File: src/rtl/inst_fetch_queue_if.sv
// Fetch-bus, redirect and decode-side signals of the instruction fetch queue.
// master = fetch queue, slave = memory bus + decode environment.
interface inst_fetch_queue_if #(
  parameter int ADDR_W = 32,
  parameter int DATA_W = 32,
  parameter int CNT_W  = 3
);
  logic              inst_req;
  logic [ADDR_W-1:0] inst_addr;
  logic              inst_addr_ok;
  logic              inst_data_ok;
  logic [DATA_W-1:0] inst_rdata;
  logic              redirect_valid;
  logic [ADDR_W-1:0] redirect_pc;
  logic              out_valid;
  logic [ADDR_W-1:0] out_pc;
  logic [DATA_W-1:0] out_inst;
  logic              out_ready;
  logic [CNT_W-1:0]  count;

  modport master (
    output inst_req, inst_addr, out_valid, out_pc, out_inst, count,
    input  inst_addr_ok, inst_data_ok, inst_rdata, redirect_valid, redirect_pc, out_ready
  );
  modport slave (
    input  inst_req, inst_addr, out_valid, out_pc, out_inst, count,
    output inst_addr_ok, inst_data_ok, inst_rdata, redirect_valid, redirect_pc, out_ready
  );
endinterface

File: src/rtl/inst_fetch_queue.sv
// Sequential fetch front end: credit-limited requests on a split addr_ok/data_ok bus,
// in-flight PC tracking, {pc,inst} FIFO to decode, and redirect flush with response discard.
module inst_fetch_queue #(
  parameter int              ADDR_W    = 32,
  parameter int              DATA_W    = 32,
  parameter int              DEPTH     = 4,
  parameter int              MAX_OUTST = 2,
  parameter logic [ADDR_W-1:0] RESET_PC = 32'hbfc00000
) (
  input  logic clk,
  input  logic resetn,
  inst_fetch_queue_if.master bus
);
  localparam int CW = $clog2(DEPTH+1);
  localparam int OW = $clog2(MAX_OUTST+1);
  localparam int PW = $clog2(DEPTH);
  localparam int QW = (MAX_OUTST > 1) ? $clog2(MAX_OUTST) : 1;

  logic [ADDR_W-1:0]                 fetch_pc_q, fetch_pc_d;
  logic [OW-1:0]                     outst_q, outst_d, disc_q, disc_d;
  logic [CW-1:0]                     count_q, count_d;
  logic [PW-1:0]                     wr_q, rd_q;
  logic [DEPTH-1:0][ADDR_W-1:0]      fpc_q;
  logic [DEPTH-1:0][DATA_W-1:0]      finst_q;
  logic [MAX_OUTST-1:0][ADDR_W-1:0]  ipc_q;
  logic [QW-1:0]                     iwr_q, ird_q;
  logic                              accept, rsp, push, pop, redir;

  function automatic logic [QW-1:0] qinc(input logic [QW-1:0] p);
    return (p == QW'(MAX_OUTST-1)) ? '0 : p + QW'(1);
  endfunction

  // Credits count both buffered entries and in-flight requests, so a push never finds the FIFO full.
  assign bus.inst_req  = resetn && !bus.redirect_valid &&
                         (int'(count_q) + int'(outst_q) < DEPTH) && (int'(outst_q) < MAX_OUTST);
  assign bus.inst_addr = fetch_pc_q;
  assign bus.out_valid = (count_q != '0);
  assign bus.out_pc    = fpc_q[rd_q];
  assign bus.out_inst  = finst_q[rd_q];
  assign bus.count     = count_q;

  assign redir  = bus.redirect_valid;
  assign accept = bus.inst_req & bus.inst_addr_ok;
  // A response with nothing in flight is a protocol error and is ignored.
  assign rsp    = bus.inst_data_ok & (outst_q != '0);
  assign push   = rsp & (disc_q == '0) & !redir;
  assign pop    = bus.out_valid & bus.out_ready & !redir;

  always_comb begin
    fetch_pc_d = fetch_pc_q;
    if (redir)       fetch_pc_d = bus.redirect_pc;
    else if (accept) fetch_pc_d = fetch_pc_q + ADDR_W'(4);
    outst_d = outst_q + OW'(accept) - OW'(rsp);
    if (redir) disc_d = outst_q + OW'(accept) - OW'(rsp);
    else       disc_d = disc_q - OW'(rsp && (disc_q != '0));
    if (redir) count_d = '0;
    else       count_d = count_q + CW'(push) - CW'(pop);
  end

  always_ff @(posedge clk or negedge resetn) begin
    if (!resetn) begin
      fetch_pc_q <= RESET_PC;
      outst_q    <= '0;
      disc_q     <= '0;
      count_q    <= '0;
      wr_q       <= '0;
      rd_q       <= '0;
      fpc_q      <= '0;
      finst_q    <= '0;
      ipc_q      <= '0;
      iwr_q      <= '0;
      ird_q      <= '0;
    end else begin
      fetch_pc_q <= fetch_pc_d;
      outst_q    <= outst_d;
      disc_q     <= disc_d;
      count_q    <= count_d;
      if (accept) begin
        ipc_q[iwr_q] <= fetch_pc_q;
        iwr_q        <= qinc(iwr_q);
      end
      if (rsp) ird_q <= qinc(ird_q);
      if (redir) begin
        wr_q <= '0;
        rd_q <= '0;
      end else begin
        if (push) begin
          fpc_q[wr_q]   <= ipc_q[ird_q];
          finst_q[wr_q] <= bus.inst_rdata;
          wr_q          <= wr_q + PW'(1);
        end
        if (pop) rd_q <= rd_q + PW'(1);
      end
    end
  end

  a_no_orphan_rsp: assert property (@(posedge clk) disable iff (!resetn)
    bus.inst_data_ok |-> (outst_q != '0));
endmodule

File: src/flat_wrapper.sv
// flat-port wrapper written by rule: the top's interface ports become plain ports
module inst_fetch_queue_flat 
#(
  parameter int              ADDR_W    = 32,
  parameter int              DATA_W    = 32,
  parameter int              DEPTH     = 4,
  parameter int              MAX_OUTST = 2,
  parameter logic [ADDR_W-1:0] RESET_PC = 32'hbfc00000
)
  (clk, resetn, bus_inst_req, bus_inst_addr, bus_out_valid, bus_out_pc, bus_out_inst, bus_count, bus_inst_addr_ok, bus_inst_data_ok, bus_inst_rdata, bus_redirect_valid, bus_redirect_pc, bus_out_ready);
  inst_fetch_queue_if #(.ADDR_W(ADDR_W), .DATA_W(DATA_W), .CNT_W(3)) bus_i ();
  input  logic clk;
  input  logic resetn;
  output wire logic [$bits(bus_i.inst_req)-1:0] bus_inst_req;
  output wire logic [$bits(bus_i.inst_addr)-1:0] bus_inst_addr;
  output wire logic [$bits(bus_i.out_valid)-1:0] bus_out_valid;
  output wire logic [$bits(bus_i.out_pc)-1:0] bus_out_pc;
  output wire logic [$bits(bus_i.out_inst)-1:0] bus_out_inst;
  output wire logic [$bits(bus_i.count)-1:0] bus_count;
  input wire logic [$bits(bus_i.inst_addr_ok)-1:0] bus_inst_addr_ok;
  input wire logic [$bits(bus_i.inst_data_ok)-1:0] bus_inst_data_ok;
  input wire logic [$bits(bus_i.inst_rdata)-1:0] bus_inst_rdata;
  input wire logic [$bits(bus_i.redirect_valid)-1:0] bus_redirect_valid;
  input wire logic [$bits(bus_i.redirect_pc)-1:0] bus_redirect_pc;
  input wire logic [$bits(bus_i.out_ready)-1:0] bus_out_ready;
  assign bus_inst_req = bus_i.inst_req;
  assign bus_inst_addr = bus_i.inst_addr;
  assign bus_out_valid = bus_i.out_valid;
  assign bus_out_pc = bus_i.out_pc;
  assign bus_out_inst = bus_i.out_inst;
  assign bus_count = bus_i.count;
  assign bus_i.inst_addr_ok = bus_inst_addr_ok;
  assign bus_i.inst_data_ok = bus_inst_data_ok;
  assign bus_i.inst_rdata = bus_inst_rdata;
  assign bus_i.redirect_valid = bus_redirect_valid;
  assign bus_i.redirect_pc = bus_redirect_pc;
  assign bus_i.out_ready = bus_out_ready;
  inst_fetch_queue #(.ADDR_W(ADDR_W), .DATA_W(DATA_W), .DEPTH(DEPTH), .MAX_OUTST(MAX_OUTST), .RESET_PC(RESET_PC)) u_core (.clk(clk), .resetn(resetn), .bus(bus_i));
endmodule
File: config.mk
export PLATFORM = sky130hd
export DESIGN_NAME = inst_fetch_queue_flat
export DESIGN_NICKNAME = d
export VERILOG_FILES = /design/src/rtl/inst_fetch_queue_if.sv /design/src/rtl/inst_fetch_queue.sv /design/src/flat_wrapper.sv
export SDC_FILE = /design/constraint.sdc
export NUM_CORES = 1
export LEC_CHECK = 0
export CORE_UTILIZATION = 36
export DETAILED_ROUTE_END_ITERATION = 16
export GPL_TIMING_DRIVEN = 0
export PLACE_DENSITY = 0.64
export SLEW_MARGIN = 10
export SYNTH_ARGS = -nofsm -noshare
export SYNTH_HDL_FRONTEND = slang
export SYNTH_SLANG_ARGS = --single-unit
File: constraint.sdc
create_clock -name clk -period 4.28 [get_ports clk]
set_input_delay 0.856 -clock clk [delete_from_list [all_inputs] [get_ports clk]]
set_output_delay 0.856 -clock clk [all_outputs]
set_load 0.01 [all_outputs]
==> flow_summary.yaml, run 1 <==
drt:
  via_count: 10818
  drt-total-wl_mm: 40.57
  dr.pass1.iters: 5
  drtIter0Drc: 694
  routedWlPerCell_um: 19.72
  viasPerCell: 5.259
  drc_errors: 0
  ant_nets: 0
pwr:
  internal-power_w: 0.008556
  power_density_nw_per_um2: 620.9
  peakVddDrop_uv: 326.7
  seqPwrFrac_pct: 40.3
  total_power_w: 0.01232
  combPwrFrac_pct: 32.4
  clockPowerShare_pct: 27.4
  power_leakage_nw: 8.724
  p_switching_w: 0.003760
  sw_frac_of_total_pct: 30.53
logic_synthesis:
  synth-simple-area-share_pct: 7.525
  synth_top_area_share_pct: 55.64
  syn_area_sq_um: 16010
  synth_edf_count: 0
  syn_nets: 1309
  yosys_warnings: 0
  synth-seq-area-share_pct: 57.11
  syn_inst: 1227
  synth_largest_area_cell: "dfrtp_1"
  synth_mux_area_share_pct: 24.69
  yosys_register_bits: 365
  synth_cell_types: 52
  synthArstFlopShare_pct: 100.0
  synth.avg_cell_area_sq_um: 13.05
  synth_compound_area_share_pct: 6.330
  synth_top_family_by_area: "multiplexers"
  synth_xor_area_share_pct: 0.9299
  synthFlopType: "dfrtp_1"
  synth_area_leaders: "dfrtp_1, mux2_2, mux4_2, o21ai_0, nand2_1"
  synthAdderAreaFrac_pct: 0.9846
timing:
  rsz0062_at_grt: "false"
  setup_slack_ns: 0.3157
  final_max_slew_viol_count: 0
  hold_viol: 0
  period_share_pct: 92.62
  timing.fmax_mhz: 252.3
  tightest_slew_ns: 0.9221
  fin_crit_ns: 3.964
  skew_ns: 0.01807
  finalSetupViolCount: 0
  maxSlewHeadroom_pct: 38.53
die:
  rows: 76
  die_x_um: 212.9
  die_h_um: 212.9
  boundaryPins: 171
  placeableCoreArea_sq_um: 43460
  die-area_sq_um: 45320
  start_util_pct: 36.84
grt:
  grt_pass1_vias: 11303
  grt_pass1_wl_mm: 63.60
  grt_use_total_pct: 18.28
  grt_max_degree: 117
  antenna_found_initial: 2
  grt_overflow: 0
final_layout:
  final_net_count: 1523
  final_cell_mix: "dfrtp_1, mux2_2, nand2_1"
  layout_commonest_cell: "dfrtp_1"
  drive_gt1_share_pct: 24.88
  final_util_pct: 45.64
  finalInstanceArea_sq_um: 19840
  multi_input_area_sq_um: 6477
  regArea_sq_um: 9145
  fillerInstances: 3968
  area_growth_pct: 23.88
critical_path:
  crit_path_max_fanout: 10
  end_kind: "primary output"
  required_ns: 3.42
  worstPathArrival_ns: 3.11
  setup.worst_path.start_class: "flop"
  worstSetupPathType: "reg2out"
job:
  maxCapViolCount: 0
clock_tree:
  clk_path_buf_depth: 3
  insertion_delay_ns: 0.55
  clkTransAtPathRegs_ns: 0.06
  cts_made_buffers: 40
  cts_hold_buffers: 0
  cts-htree-levels: 2
  cts_setup_buffers: 0
  cts_root_buf: "clkbuf_16"
  cts_tree: "yes"
  cts_resized: 0
  clock-sinks: 365
status:
  outcome: "finished, final reports clean"
placement:
  hpwl_mm: 28.08
  place_ws_ns: 0.6004
  io_buffers: 169
  dpl_cell_area_sq_um: 18520
  routabilityCongestion: 0.9028
hold_path:
  hp-class: "in2async"
[kinds of logic after synthesis]
logic type / Yosys count
adders and majority gates: 12
xor gates and xnor gates: 17
DFF: 365
AOI/OAI and AO/OA: 184
muxes: 291
and+or+nand+nor: 265
buffers and inverters: 93
[per-stage QoR]
stage           TNS, ns  hold slack (ns)  cells
5_1_grt               0           0.3192   2056
4_1_cts               0           0.3026   2056
3_5_place_dp          0           0.4672   1984
2_1_floorplan         0           0.4446   1227
6_report              0           0.2767   2057
3_3_place_gp   -5877.85           0.4561   1981
[layout make-up]
cell class,count,area share [%]
buffer,77,1.659
sequential,365,46.10
clock buffer,62,6.169
timing repair buffer,172,8.970
clock inverter,10,0.4352
tap,585,3.690
multi-input combinational,769,32.66
inverter,16,0.3028
antenna,1,0.01262
[cells in the mapped netlist, types with 2 or more instances]
cell      number
nor2b_1        5
or4_1          2
nand2_1      173
nand3b_1       3
nand2b_1       2
o211ai_1       7
a21o_1         2
dfstp_2        9
ha_1          11
nand4_1       11
nor4_1         3
nand4b_1       2
buf_2         23
xor2_1         8
o311ai_0       4
inv_1         16
buf_1          9
nand3_1       18
clkbuf_1      43
a221o_1        3
a32oi_1        3
nor2_1        25
or3_1          2
a22oi_1        2
dfrtp_1      356
mux4_2        64
a41oi_1        3
and3_1         2
xnor2_1        9
mux2i_1       36
o21ai_0      152
a31oi_1        3
mux2_2       191
nor3_1         7
[critical path, stage by stage, from the launching register on]
cell and delay [ns]:
dfrtp_1 0.34, clkbuf_1 0.54, buf_1 0.72, mux4_2 0.41, clkdlybuf4s50_1 0.55
[layer usage]
| layer | GRT usage [%] | wire length [um] | up-vias |
|---|---|---|---|
| met5 | 0 | 17 | - |
| li1 | - | - | 4846 |
| met2 | 29.72 | 19200 | 378 |
| met3 | 3.133 | 2570 | 65 |
| met4 | 4.986 | 830 | 2 |
| met1 | 25.18 | 17950 | 5527 |
[state kept, by name (all words and copies together), names as in the netlist, 3 cells and up]
register	cells
u_core.finst_q	128
u_core.fpc_q	128
u_core.ipc_q	64
u_core.bus.inst_addr	32
u_core.bus.count	3
[power groups by stage]
stage | clock network [W] | logic, W | registers, W
3_5_place_dp | 0 | 0.00403 | 0.00502
4_1_cts | 0.00346 | 0.00405 | 0.00496
6_report | 0.00337 | 0.00399 | 0.00496
2_1_floorplan | 0 | 0.00239 | 0.00485
3_3_place_gp | 0 | 0.00395 | 0.00498
5_1_grt | 0.00360 | 0.00433 | 0.00508
[worst paths after layout]
check                                           to  slack (ns)  depth (start not counted)                 from
min reg2reg                       u_core.fpc_q[85]        0.48                          2     u_core.fpc_q[85]
max in group asynchronous        u_core.fpc_q[115]        2.60                          3               resetn
min                              u_core.finst_q[9]        0.28                          1               resetn
min in group clk                  u_core.fpc_q[85]        0.48                          2     u_core.fpc_q[85]
max                                  bus_out_pc[0]        0.32                          4       u_core.rd_q[1]
max reg2reg                u_core.bus.inst_addr[4]        1.58                          9  u_core.bus.count[1]
Note: power is estimated with default switching activity, not from simulation.
==> run 2, diff against run 1 <==
Settings changed: REMOVE_ABC_BUFFERS set to 1.
==> run 2 against run 1 <==
Global-route usage shrank 0.80 points. Combinational power decreased by 4%. Register-to-register slack got worse by 0.57 ns. Critical path type is now in2reg. Design area grew 0.15%. Critical endpoint is now u_core.ipc_q[50].
==> flow_summary.yaml, run 2 (synthesis results as in run 1) <==
final_layout:
  diodes: 0
  instances_no_fill: 1996
  drive_gt1_share_pct: 25.51
  layout_commonest_cell: "dfrtp_1"
  area_growth_pct: 24.07
  final_util_pct: 45.71
  final_net_count: 1460
  final_cell_mix: "dfrtp_1, mux2_2, nand2_1"
  fillerInstances: 3959
  reg.largest.list: "u_core.finst_q (128), u_core.fpc_q (128), u_core.ipc_q (64)"
drt:
  routedWlPerCell_um: 19.24
  ant_nets: 0
  via_count: 10353
  drc_errors: 0
  viasPerCell: 5.187
  dr.pass1.iters: 5
  drt-total-wl_mm: 38.40
  drtIter0Drc: 638
critical_path:
  required_ns: 4.71
  worstPathArrival_ns: 4.32
  reg2reg_slack_ns: 1.01
  cp_slowest_stage_delay_ns: 0.83
  worstSetupPathType: "in2reg"
  end_kind: "flop"
  r2r_start: "u_core.bus.count[1]"
  r2r_cells: 6
  crit_path_max_fanout: 92
  cp_num_buf_inv: 3
  crit_chain: "buf_8 > buf_16 > nand2b_1 > nand4b_2 > clkinvlp_4 > nand2_4 > mux2_2"
  crit_family: "buffers and inverters"
  setup.worst_path.start_class: "primary input"
  critPathSlowestCell: "nand4b_2"
  r2r-end: "u_core.ipc_q[50]"
timing:
  final_max_slew_viol_count: 0
  period_share_pct: 90.97
  maxSlewHeadroom_pct: 27.75
  finalSetupViolCount: 0
  timing.fmax_mhz: 256.8
  skew_ns: 0.02180
  hold_slack_ns: 0.3208
  hold_viol: 0
  rsz0062_at_grt: "false"
  tightest_slew_ns: 1.075
  fin_crit_ns: 3.894
clock_tree:
  clk_path_buf_depth: 3
  cts_resized: 2
  clock-sinks: 365
  cts_hold_buffers: 0
  cts_root_buf: "clkbuf_16"
  cts_made_buffers: 42
  clkTransAtPathRegs_ns: 0.06
  cts_tree: "yes"
  cts_setup_buffers: 0
  insertion_delay_ns: 0.55
  cts-htree-levels: 2
placement:
  place_inst: 1918
  hpwl_mm: 24.50
  io_buffers: 170
  routabilityCongestion: 0.7373
grt:
  grt_use_total_pct: 17.48
  use_met1_pct: 23.50
  grt_pass1_wl_mm: 60.55
  grt_pass1_vias: 10625
  gr-usage-met3_pct: 4.457
  grt_use_met2_pct: 28.00
  grt_max_degree: 101
  antenna_found_initial: 0
  top_usage_layer: "met2"
  grt_overflow: 0
pwr:
  power_leakage_nw: 8.755
  power_density_nw_per_um2: 625.6
  peakVddDrop_uv: 350.5
die:
  boundaryPins: 171
  die_x_um: 212.9
  die-area_sq_um: 45320
  die_h_um: 212.9
  rows: 76
  placeableCoreArea_sq_um: 43460
  start_util_pct: 36.84
status:
  outcome: "finished, final reports clean"
hold_path:
  hp-class: "in2async"
job:
  maxCapViolCount: 0
[run 2: stage by stage]
step	cell area, sq um	setup WS, ns	TNS (ns)	total power [W]
after floorplan	15680	0.1364	0	0.007216
after global placement	18120	-13.77	-6970.44	0.008868
after detailed placement	18480	-1.065	-44.93	0.008993
after CTS	19860	0.2827	0	0.01262
after global routing	19870	0.01621	0	0.01316
final	19870	0.3863	0	0.01243
[run 2: cell type report]
class                           count  area (sq um)  area share, %
Clock buffer                       66          1232          6.204
Clock inverter                     11         133.9         0.6739
Inverter                           16         63.81         0.3212
Multi-Input combinational cell    769          6523          32.83
Sequential cell                   365          9154          46.08
Tap cell                          585         732.0          3.685
Timing Repair Buffer              183          2022          10.18
Timing Repair inverter              1         5.005        0.02519
[run 2: power by group]
group | leakage, nW | total (W) | internal, W | switching (W)
logic | 3.28 | 0.00383 | 0.00220 | 0.00163
clock network | 0.673 | 0.00355 | 0.00216 | 0.00139
registers | 4.80 | 0.00505 | 0.00441 | 0.000641
total | 8.75 | 0.0124 | 0.00877 | 0.00366
[run 2: worst max-delay path by stage]
| stage | startpoint | to | slack [ns] | cells after the start |
|---|---|---|---|---|
| 6_report | resetn | u_core.ipc_q[50] | 0.39 | 7 |
| 5_1_grt | resetn | u_core.ipc_q[43] | 0.02 | 7 |
| 4_1_cts | resetn | u_core.bus.inst_addr[11] | 0.28 | 8 |
| 3_5_place_dp | resetn | u_core.ipc_q[50] | -1.06 | 7 |
| 3_3_place_gp | resetn | u_core.ipc_q[21] | -13.77 | 5 |
| 2_1_floorplan | u_core.rd_q[0] | bus_out_inst[0] | 0.14 | 1 |
[run 2: worst register-to-register path: stages (launching register included)]
cell and delay [ns]:
dfrtp_1 0.45, ha_1 0.22, nand2b_1 0.16, nand4b_2 0.83, clkinvlp_4 0.65, nand2_4 0.42, mux2_2 0.42
[run 2: layer usage]
metal  share of wire (%)  up-vias  wire length [um]
met5                   0        -                 0
met4                 1.8        0               688
met3                 6.7       48              2570
met2                  47      293             18050
met1                  45     5285             17090
li1                    -     4727                 -
